==> config.mk <==
export PLATFORM = sky130hd
export DESIGN_NAME = program_loader_flat
export DESIGN_NICKNAME = d
export VERILOG_FILES = /design/src/rtl/enkel_loader_pkg.sv /design/src/rtl/program_loader_if.sv /design/src/rtl/mem_write_strobe.sv /design/src/rtl/program_loader.sv /design/src/flat_wrapper.sv
export SDC_FILE = /design/constraint.sdc
export NUM_CORES = 1
export LEC_CHECK = 0
export ABC_AREA = 1
export BUFFER_PORTS_ARGS = -buffer_cell sky130_fd_sc_hd__buf_2
export CAP_MARGIN = 20
export CORE_MARGIN = 4
export CORE_UTILIZATION = 58
export DETAILED_ROUTE_END_ITERATION = 8
export PLACE_DENSITY_LB_ADDON = 0.25
export SYNTH_ARGS = -nofsm -noshare
export SYNTH_HDL_FRONTEND = slang
export SYNTH_SLANG_ARGS = --single-unit
==> constraint.sdc <==
create_clock -name clk -period 3.4 [get_ports clk]
set_clock_uncertainty 0.15 [all_clocks]
set_input_delay 0.85 -clock clk [delete_from_list [all_inputs] [get_ports clk]]
set_output_delay 0.85 -clock clk [all_outputs]
set_load 0.03 [all_outputs]
==> src/rtl/enkel_loader_pkg.sv <==
// enkel_loader_pkg: shared definitions for the boot-time program loader.
//   - state_t    : loader FSM states
//   - ADDR_W_DEF : default program RAM address width
//   - DATA_W_DEF : default byte / checksum width
//   - chk_add    : modular checksum accumulate (caller truncates to width)
package enkel_loader_pkg;

   localparam int ADDR_W_DEF = 5;
   localparam int DATA_W_DEF = 8;

   typedef enum logic [3:0] {
      S_LEN, S_DATA, S_WSETUP, S_WSTROBE, S_WHOLD,
      S_SUM, S_ARM, S_START, S_RUN, S_ERR
   } state_t;

   // Width-agnostic add; the caller casts the result down to its checksum
   // width, which gives the mod 2^DATA_W wrap for free.
   function automatic logic [31:0] chk_add(input logic [31:0] sum, input logic [31:0] b);
      return sum + b;
   endfunction

endpackage

==> src/rtl/program_loader_if.sv <==
// program_loader_if: byte stream handshake plus program RAM write bus.
//   in_data/in_valid/in_ready : host -> loader byte stream (valid/ready)
//   ld_addr/ld_data           : RAM write address / data
//   ld_cs_/ld_we_             : RAM chip select / write enable, active low
// master = host/RAM side, slave = loader.
interface program_loader_if #(
   parameter int ADDR_W = 5,
   parameter int DATA_W = 8
);
   logic [DATA_W-1:0] in_data;
   logic              in_valid;
   logic              in_ready;
   logic [ADDR_W-1:0] ld_addr;
   logic [DATA_W-1:0] ld_data;
   logic              ld_cs_;
   logic              ld_we_;

   modport master (output in_data, in_valid,
                   input  in_ready, ld_addr, ld_data, ld_cs_, ld_we_);
   modport slave  (input  in_data, in_valid,
                   output in_ready, ld_addr, ld_data, ld_cs_, ld_we_);
endinterface

==> src/rtl/mem_write_strobe.sv <==
// mem_write_strobe: three-cycle SRAM write strobe sequencer.
//   go    : start a write (one cycle); SETUP begins on the next cycle
//   abort : drop any write in progress, strobes high on the next edge
//   done  : high during the HOLD cycle
//   cs_   : chip select, low for SETUP/STROBE/HOLD
//   we_   : write enable, low only during STROBE
// Address/data stability is the caller's job; this block only sequences
// the strobes so we_ can never be low while cs_ is high.
module mem_write_strobe (
   input  logic clk,
   input  logic reset_,
   input  logic go,
   input  logic abort,
   output logic done,
   output logic cs_,
   output logic we_
);
   typedef enum logic [1:0] {P_IDLE, P_SETUP, P_STROBE, P_HOLD} phase_t;
   phase_t ph;

   always_ff @(posedge clk) begin
      if (!reset_ || abort) begin
         ph   <= P_IDLE;
         cs_  <= 1'b1;
         we_  <= 1'b1;
         done <= 1'b0;
      end else begin
         case (ph)
            P_IDLE:   if (go) begin ph <= P_SETUP; cs_ <= 1'b0; end
            P_SETUP:  begin ph <= P_STROBE; we_ <= 1'b0; end
            P_STROBE: begin ph <= P_HOLD; we_ <= 1'b1; done <= 1'b1; end
            P_HOLD:   begin ph <= P_IDLE; cs_ <= 1'b1; done <= 1'b0; end
            default:  ph <= P_IDLE;
         endcase
      end
   end
endmodule

==> src/rtl/program_loader.sv <==
// program_loader: loads a length-prefixed, checksummed byte stream into
// program RAM from address 0, then starts the CPU on a good checksum.
//   clk, reset_     : clock, synchronous active-low reset
//   halt            : abort, back to waiting for LEN
//   bus (slave)     : byte stream in, RAM write strobes out
//   turn_ON         : holds CPU start flops in reset while high
//   start_computer  : one-cycle start pulse
//   status          : CPU run enable
//   err             : checksum failure, sticky until halt
// Frame: LEN, N data bytes, CHK; LEN = 0 means 2^ADDR_W words. Good when
// LEN + data + CHK == 0 mod 2^DATA_W. All outputs are flops loaded from the
// next state, so they line up with the state they describe.
module program_loader
   import enkel_loader_pkg::*;
#(
   parameter int ADDR_W = ADDR_W_DEF,
   parameter int DATA_W = DATA_W_DEF
) (
   input  logic             clk,
   input  logic             reset_,
   input  logic             halt,
   program_loader_if.slave  bus,
   output logic             turn_ON,
   output logic             start_computer,
   output logic             status,
   output logic             err
);
   localparam logic [ADDR_W:0] FULL_N = {1'b1, {ADDR_W{1'b0}}};

   state_t            state, nxt;
   logic              in_ready_q;
   logic [ADDR_W-1:0] ld_addr_q;
   logic [DATA_W-1:0] ld_data_q, sum_q, sum_nx;
   // One bit wider than the address so a full 2^ADDR_W frame never wraps.
   logic [ADDR_W:0]   n_q, cnt_q, cnt_inc, len_n;
   logic              xfer, wr_go, wr_done, cs_w, we_w;

   assign xfer    = bus.in_valid & in_ready_q;
   assign cnt_inc = cnt_q + 1'b1;
   assign sum_nx  = DATA_W'(chk_add(32'(sum_q), 32'(bus.in_data)));
   assign wr_go   = (state == S_DATA) & xfer & ~halt;

   // LEN = 0 means a full memory; oversize LEN is clamped to a full memory.
   always_comb begin
      len_n = FULL_N;
      if (bus.in_data != '0 && 32'(bus.in_data) <= 32'(FULL_N))
         len_n = bus.in_data[ADDR_W:0];
   end

   always_comb begin
      nxt = state;
      if (halt) nxt = S_LEN;
      else begin
         case (state)
            S_LEN:     if (xfer) nxt = S_DATA;
            S_DATA:    if (xfer) nxt = S_WSETUP;
            S_WSETUP:  nxt = S_WSTROBE;
            S_WSTROBE: nxt = S_WHOLD;
            S_WHOLD:   if (wr_done) nxt = (cnt_inc == n_q) ? S_SUM : S_DATA;
            S_SUM:     if (xfer) nxt = (sum_nx == '0) ? S_ARM : S_ERR;
            S_ARM:     nxt = S_START;
            S_START:   nxt = S_RUN;
            S_RUN:     nxt = S_RUN;
            S_ERR:     nxt = S_ERR;
            default:   nxt = S_LEN;
         endcase
      end
   end

   always_ff @(posedge clk) begin
      if (!reset_) begin
         state          <= S_LEN;
         in_ready_q     <= 1'b0;
         ld_addr_q      <= '0;
         ld_data_q      <= '0;
         sum_q          <= '0;
         n_q            <= '0;
         cnt_q          <= '0;
         turn_ON        <= 1'b1;
         start_computer <= 1'b0;
         status         <= 1'b0;
         err            <= 1'b0;
      end else begin
         state          <= nxt;
         in_ready_q     <= (nxt == S_LEN) || (nxt == S_DATA) || (nxt == S_SUM);
         turn_ON        <= !((nxt == S_ARM) || (nxt == S_START) || (nxt == S_RUN));
         start_computer <= (nxt == S_START);
         status         <= (nxt == S_START) || (nxt == S_RUN);
         err            <= (nxt == S_ERR);
         if (!halt) begin
            case (state)
               S_LEN: if (xfer) begin
                  n_q       <= len_n;
                  sum_q     <= bus.in_data;
                  cnt_q     <= '0;
                  ld_addr_q <= '0;
               end
               S_DATA: if (xfer) begin
                  ld_data_q <= bus.in_data;
                  sum_q     <= sum_nx;
               end
               // Address moves only after HOLD, keeping it stable for the strobe.
               S_WHOLD: if (wr_done) begin
                  cnt_q     <= cnt_inc;
                  ld_addr_q <= cnt_inc[ADDR_W-1:0];
               end
               default: ;
            endcase
         end
      end
   end

   mem_write_strobe u_strobe (
      .clk    (clk),
      .reset_ (reset_),
      .go     (wr_go),
      .abort  (halt),
      .done   (wr_done),
      .cs_    (cs_w),
      .we_    (we_w)
   );

   assign bus.in_ready = in_ready_q;
   assign bus.ld_addr  = ld_addr_q;
   assign bus.ld_data  = ld_data_q;
   assign bus.ld_cs_   = cs_w;
   assign bus.ld_we_   = we_w;
endmodule

==> src/flat_wrapper.sv <==
// flat-port wrapper written by rule: the top's interface ports become plain ports
module program_loader_flat import enkel_loader_pkg::*;
#(
   parameter int ADDR_W = ADDR_W_DEF,
   parameter int DATA_W = DATA_W_DEF
)
  (clk, reset_, halt, turn_ON, start_computer, status, err, bus_in_data, bus_in_valid, bus_in_ready, bus_ld_addr, bus_ld_data, bus_ld_cs_, bus_ld_we_);
  program_loader_if #(.ADDR_W(ADDR_W), .DATA_W(DATA_W)) bus_i ();
  input  logic clk;
  input  logic reset_;
  input  logic halt;
  output logic turn_ON;
  output logic start_computer;
  output logic status;
  output logic err;
  input wire logic [$bits(bus_i.in_data)-1:0] bus_in_data;
  input wire logic [$bits(bus_i.in_valid)-1:0] bus_in_valid;
  output wire logic [$bits(bus_i.in_ready)-1:0] bus_in_ready;
  output wire logic [$bits(bus_i.ld_addr)-1:0] bus_ld_addr;
  output wire logic [$bits(bus_i.ld_data)-1:0] bus_ld_data;
  output wire logic [$bits(bus_i.ld_cs_)-1:0] bus_ld_cs_;
  output wire logic [$bits(bus_i.ld_we_)-1:0] bus_ld_we_;
  assign bus_i.in_data = bus_in_data;
  assign bus_i.in_valid = bus_in_valid;
  assign bus_in_ready = bus_i.in_ready;
  assign bus_ld_addr = bus_i.ld_addr;
  assign bus_ld_data = bus_i.ld_data;
  assign bus_ld_cs_ = bus_i.ld_cs_;
  assign bus_ld_we_ = bus_i.ld_we_;
  program_loader #(.ADDR_W(ADDR_W), .DATA_W(DATA_W)) u_core (.clk(clk), .reset_(reset_), .halt(halt), .bus(bus_i), .turn_ON(turn_ON), .start_computer(start_computer), .status(status), .err(err));
endmodule
==> results.rst <==
.. list-table::
   :header-rows: 1

   * - Metric
     - Value
   * - Number of max-slew violations in the final report
     - 0
   * - Initial drt markers
     - 184
   * - Clock net sink count
     - 42
   * - Die ar.
     - 5371 sq um
   * - Die X-Extent
     - 73.29 um
   * - Boundary pin count
     - 32
   * - IR drop worst, VDD
     - 0.3483 mV
   * - Class of the most critical setup path
     - in -> reg
   * - Maximum buffer depth of the clock tree
     - 2
   * - Initial Utilization
     - 0.6093
   * - Clock-pin slew on the worst setup and hold paths
     - 0.08 ns
   * - Via density per instance
     - 5.532
   * - Final Setup Violations
     - 0
   * - Layout overhead on the synthesized area
     - 10.53%
   * - Area of the mapped netlist
     - roughly 2500 sq um
   * - Number of placed instances with taps included
     - 442
   * - Status
     - finished, final reports clean
   * - Hold Vio Cnt, Final
     - 0
   * - Cell repeated most along the worst path
     - sky130_fd_sc_hd__nand2_1
   * - Crit path max-delay cell type
     - sky130_fd_sc_hd__fa_1
   * - Max-cap check violation count
     - 0
   * - TritonCTS buffer count
     - 5
   * - Pre-antenna DRT Iters
     - 5
   * - Number of buffers inserted by hold repair at cts
     - 0
   * - Setup repair after global routing missed its margin
     - no
   * - Number of buffers and inverters on the critical path
     - 1
   * - Top Family by Delay on Critical Path
     - simple AND/OR/NAND/NOR gates
   * - Power per unit of standard cell area
     - 384.7 nW/um^2
   * - Post-layout minimum cycle time
     - 2.896 ns
   * - Number of flip-flops and latches in the synthesized netlist
     - 42
   * - Global-route wire length before repair
     - roughly 9500 um
   * - Global placement routability congestion
     - between 0.8 and 0.9
   * - PostCTS Resize Cnt
     - 0
   * - Share of the clock period used by the worst path
     - 0.8519
   * - Remaining Overflow, GRT
     - 0
   * - Count of standard-cell rows
     - 23
   * - Worst skew pair latency
     - roughly 0.30 ns
   * - Synthesized netlist cell count
     - around 370
   * - Share of async-settable or async-resettable flops after synthesis
     - 0
   * - Number of port buffers
     - 31
   * - Vias
     - ~2.5k
   * - Number of global-route vias before repair
     - 2206
   * - Setup_tns
     - 0 ns
   * - EDFF count, synth
     - 0
   * - Number of unique standard cell types used by synthesis
     - 29
   * - H-tree level count
     - 2
   * - Crit path arrival time
     - 2.93 ns
   * - Post-Syn Nets
     - approximately 400
   * - Most used cells in the layout excluding fill and tap cells
     - 99 x sky130_fd_sc_hd__nand2_1, 42 x sky130_fd_sc_hd__dfxtp_1, 38 x sky130_fd_sc_hd__inv_1, 38 x sky130_fd_sc_hd__nor2_1, 32 x sky130_fd_sc_hd__nand3_1
   * - Fill cell count
     - 368
   * - Wire length per cell after detailed routing
     - 12.62 um
   * - Actual transition at the worst max-transition pin
     - 0.4828 ns
   * - Endpoint type of the worst setup path
     - register
   * - Largest stage delay on the critical path
     - between 0.4 and 0.5 ns
   * - Post-Synthesis Mean Instance Area
     - 6.664 sq um
   * - Worst setup margin
     - 0.5036 ns
   * - DRC viols
     - 0
   * - Most common cell after layout, fill and taps aside
     - sky130_fd_sc_hd__nand2_1
   * - Kind of launch point of the worst setup path
     - primary input
   * - Final-stage net count
     - 424
   * - Worst min-delay path category
     - reg -> reg
   * - Pin count of the biggest net entering global routing
     - 25
   * - Largest fanout of any net on the critical path
     - 5
   * - Highest Clock Rate
     - 345.3 MHz
   * - Worst slack, placed
     - approximately 0.31 ns
   * - Global-route usage over all layers
     - 0.2228
   * - Antenna diodes
     - 0
   * - Ratio of cells with drive above 1 in the final layout
     - 0.1429
   * - Buffer cell driving the clock tree root
     - sky130_fd_sc_hd__clkbuf_8
   * - Final Routed Wirelength
     - 5665 um
   * - Top flip-flop cell by instance count after synthesis
     - sky130_fd_sc_hd__dfxtp_1
   * - Clock tree from TritonCTS
     - yes
   * - Post-Layout Cell Count
     - 449
   * - Sequential cell area fraction in the yosys report
     - 0.3401
   * - Vertical extent of the die
     - 73.29 um
   * - Antenna violation net count after detailed routing
     - 0
   * - Cells along the critical path
     - buf_2, ha_1, fa_1, nor2_1, nand2_1, nor2_1, nand3_1, nor2_1, nand2_1, nand2_1, nand2_1, nand2_1, nand3_1, nand2_1, nand2_1
   * - DP HPWL
     - approximately 4100 um
   * - Worst Path Required
     - about 3.4 ns
   * - Antenna violations before repair
     - 0
   * - Slew headroom
     - 0.6778
   * - Leakage power summed over all cells
     - 1.306 nW
   * - Post-CTS setup buffer count
     - 0
   * - Synth warnings
     - 0
   * - Core region area
     - 4058 sq um
-- through the flow --
| stage | power, mW | hold WS [ns] | utilization | instance area [sq um] |
|---|---|---|---|---|
| after CTS | 1.059 | 0.3335 | 0.6735 | 2733 |
| after global routing | 1.096 | 0.3771 | 0.6735 | 2733 |
| after floorplan | 0.6158 | 0.3014 | - | 2472 |
| after global placement | 0.6512 | 0.3042 | 0.6457 | 2620 |
| final | 1.051 | 0.3353 | 0.6735 | 2733 |
| after detailed placement | 0.6532 | 0.3036 | 0.6457 | 2620 |
-- worst min-delay path, delay by kind of cell, from the launching register on --
kind / cells / cell delay [ns]
DFF: 1 / 0.33
and+or+nand+nor: 2 / 0.12
-- cells in the mapped netlist, drive strengths merged, types with 3 or more instances --
master | count | share of area
inv | 45 | 0.069
a21oi | 27 | 0.055
a31oi | 4 | 0.010
nor3 | 8 | 0.016
nand2 | 99 | 0.15
nand3 | 32 | 0.065
ha | 12 | 0.061
dfxtp | 42 | 0.34
nand4 | 7 | 0.018
a211oi | 3 | 0.0091
buf | 9 | 0.028
nor2 | 46 | 0.090
o21ai | 27 | 0.058
-- kinds of logic (layout without fill, tap and decap cells) --
family	after synthesis	in the layout	synth area share
adder cells (fa/ha/maj)	13	13	0.06882
flip-flops	42	42	0.3401
buffers and inverters	58	86	0.1043
AND/OR/NAND/NOR	194	194	0.3446
XOR/XNOR	3	3	0.01063
AO/OA/AOI/OAI	61	61	0.1316
-- worst paths after layout --
check / cells past startpoint / from / slack [ns] / to
max: 15 / bus_in_data[0] / 0.50 / u_core.turn_ON
min reg2reg: 2 / u_core.u_strobe.we_ / 0.34 / u_core.u_strobe.we_
min: 2 / u_core.u_strobe.we_ / 0.34 / u_core.u_strobe.we_
max reg2reg: 14 / u_core.sum_q[0] / 0.89 / u_core.turn_ON
-- where the power goes --
| part | internal, mW | switching (mW) |
|---|---|---|
| clock network | 0.235 | 0.170 |
| registers | 0.503 | 0.00799 |
| logic | 0.0447 | 0.0899 |
-- area by class of cell --
class | count | area, sq um | area share
timing repair buffer | 32 | 162.7 | 0.05952
multi-input combinational | 271 | 1374 | 0.5027
tap | 50 | 62.56 | 0.02289
sequential | 42 | 840.8 | 0.3077
clock inverter | 1 | 30.03 | 0.01099
inverter | 47 | 180.2 | 0.06593
clock buffer | 6 | 82.58 | 0.03022
-- registers in the layout, indices dropped and copies added (netlist names) --
| signal | cells |
|---|---|
| u_core.n_q | 6 |
| u_core.state | 4 |
| u_core.bus.ld_data | 8 |
| u_core.err | 1 |
| u_core.u_strobe.done | 1 |
| u_core.cnt_q | 6 |
| u_core.start_computer | 1 |
| u_core.u_strobe.we_ | 1 |
| u_core.u_strobe.ph | 2 |
| u_core.bus.in_ready | 1 |
| u_core.turn_ON | 1 |
| u_core.status | 1 |
| u_core.u_strobe.cs_ | 1 |
| u_core.sum_q | 8 |
-- routing by layer --
| layer | share of wire | GRT usage | wire, um |
|---|---|---|---|
| met4 | 0.012 | 0.05634 | 68 |
| met2 | 0.46 | 0.3704 | 2624 |
| met1 | 0.46 | 0.2964 | 2623 |
| met5 | 0 | 0 | 0 |
| met3 | 0.062 | 0.04378 | 349 |
Power figures use the tool's default switching activity.
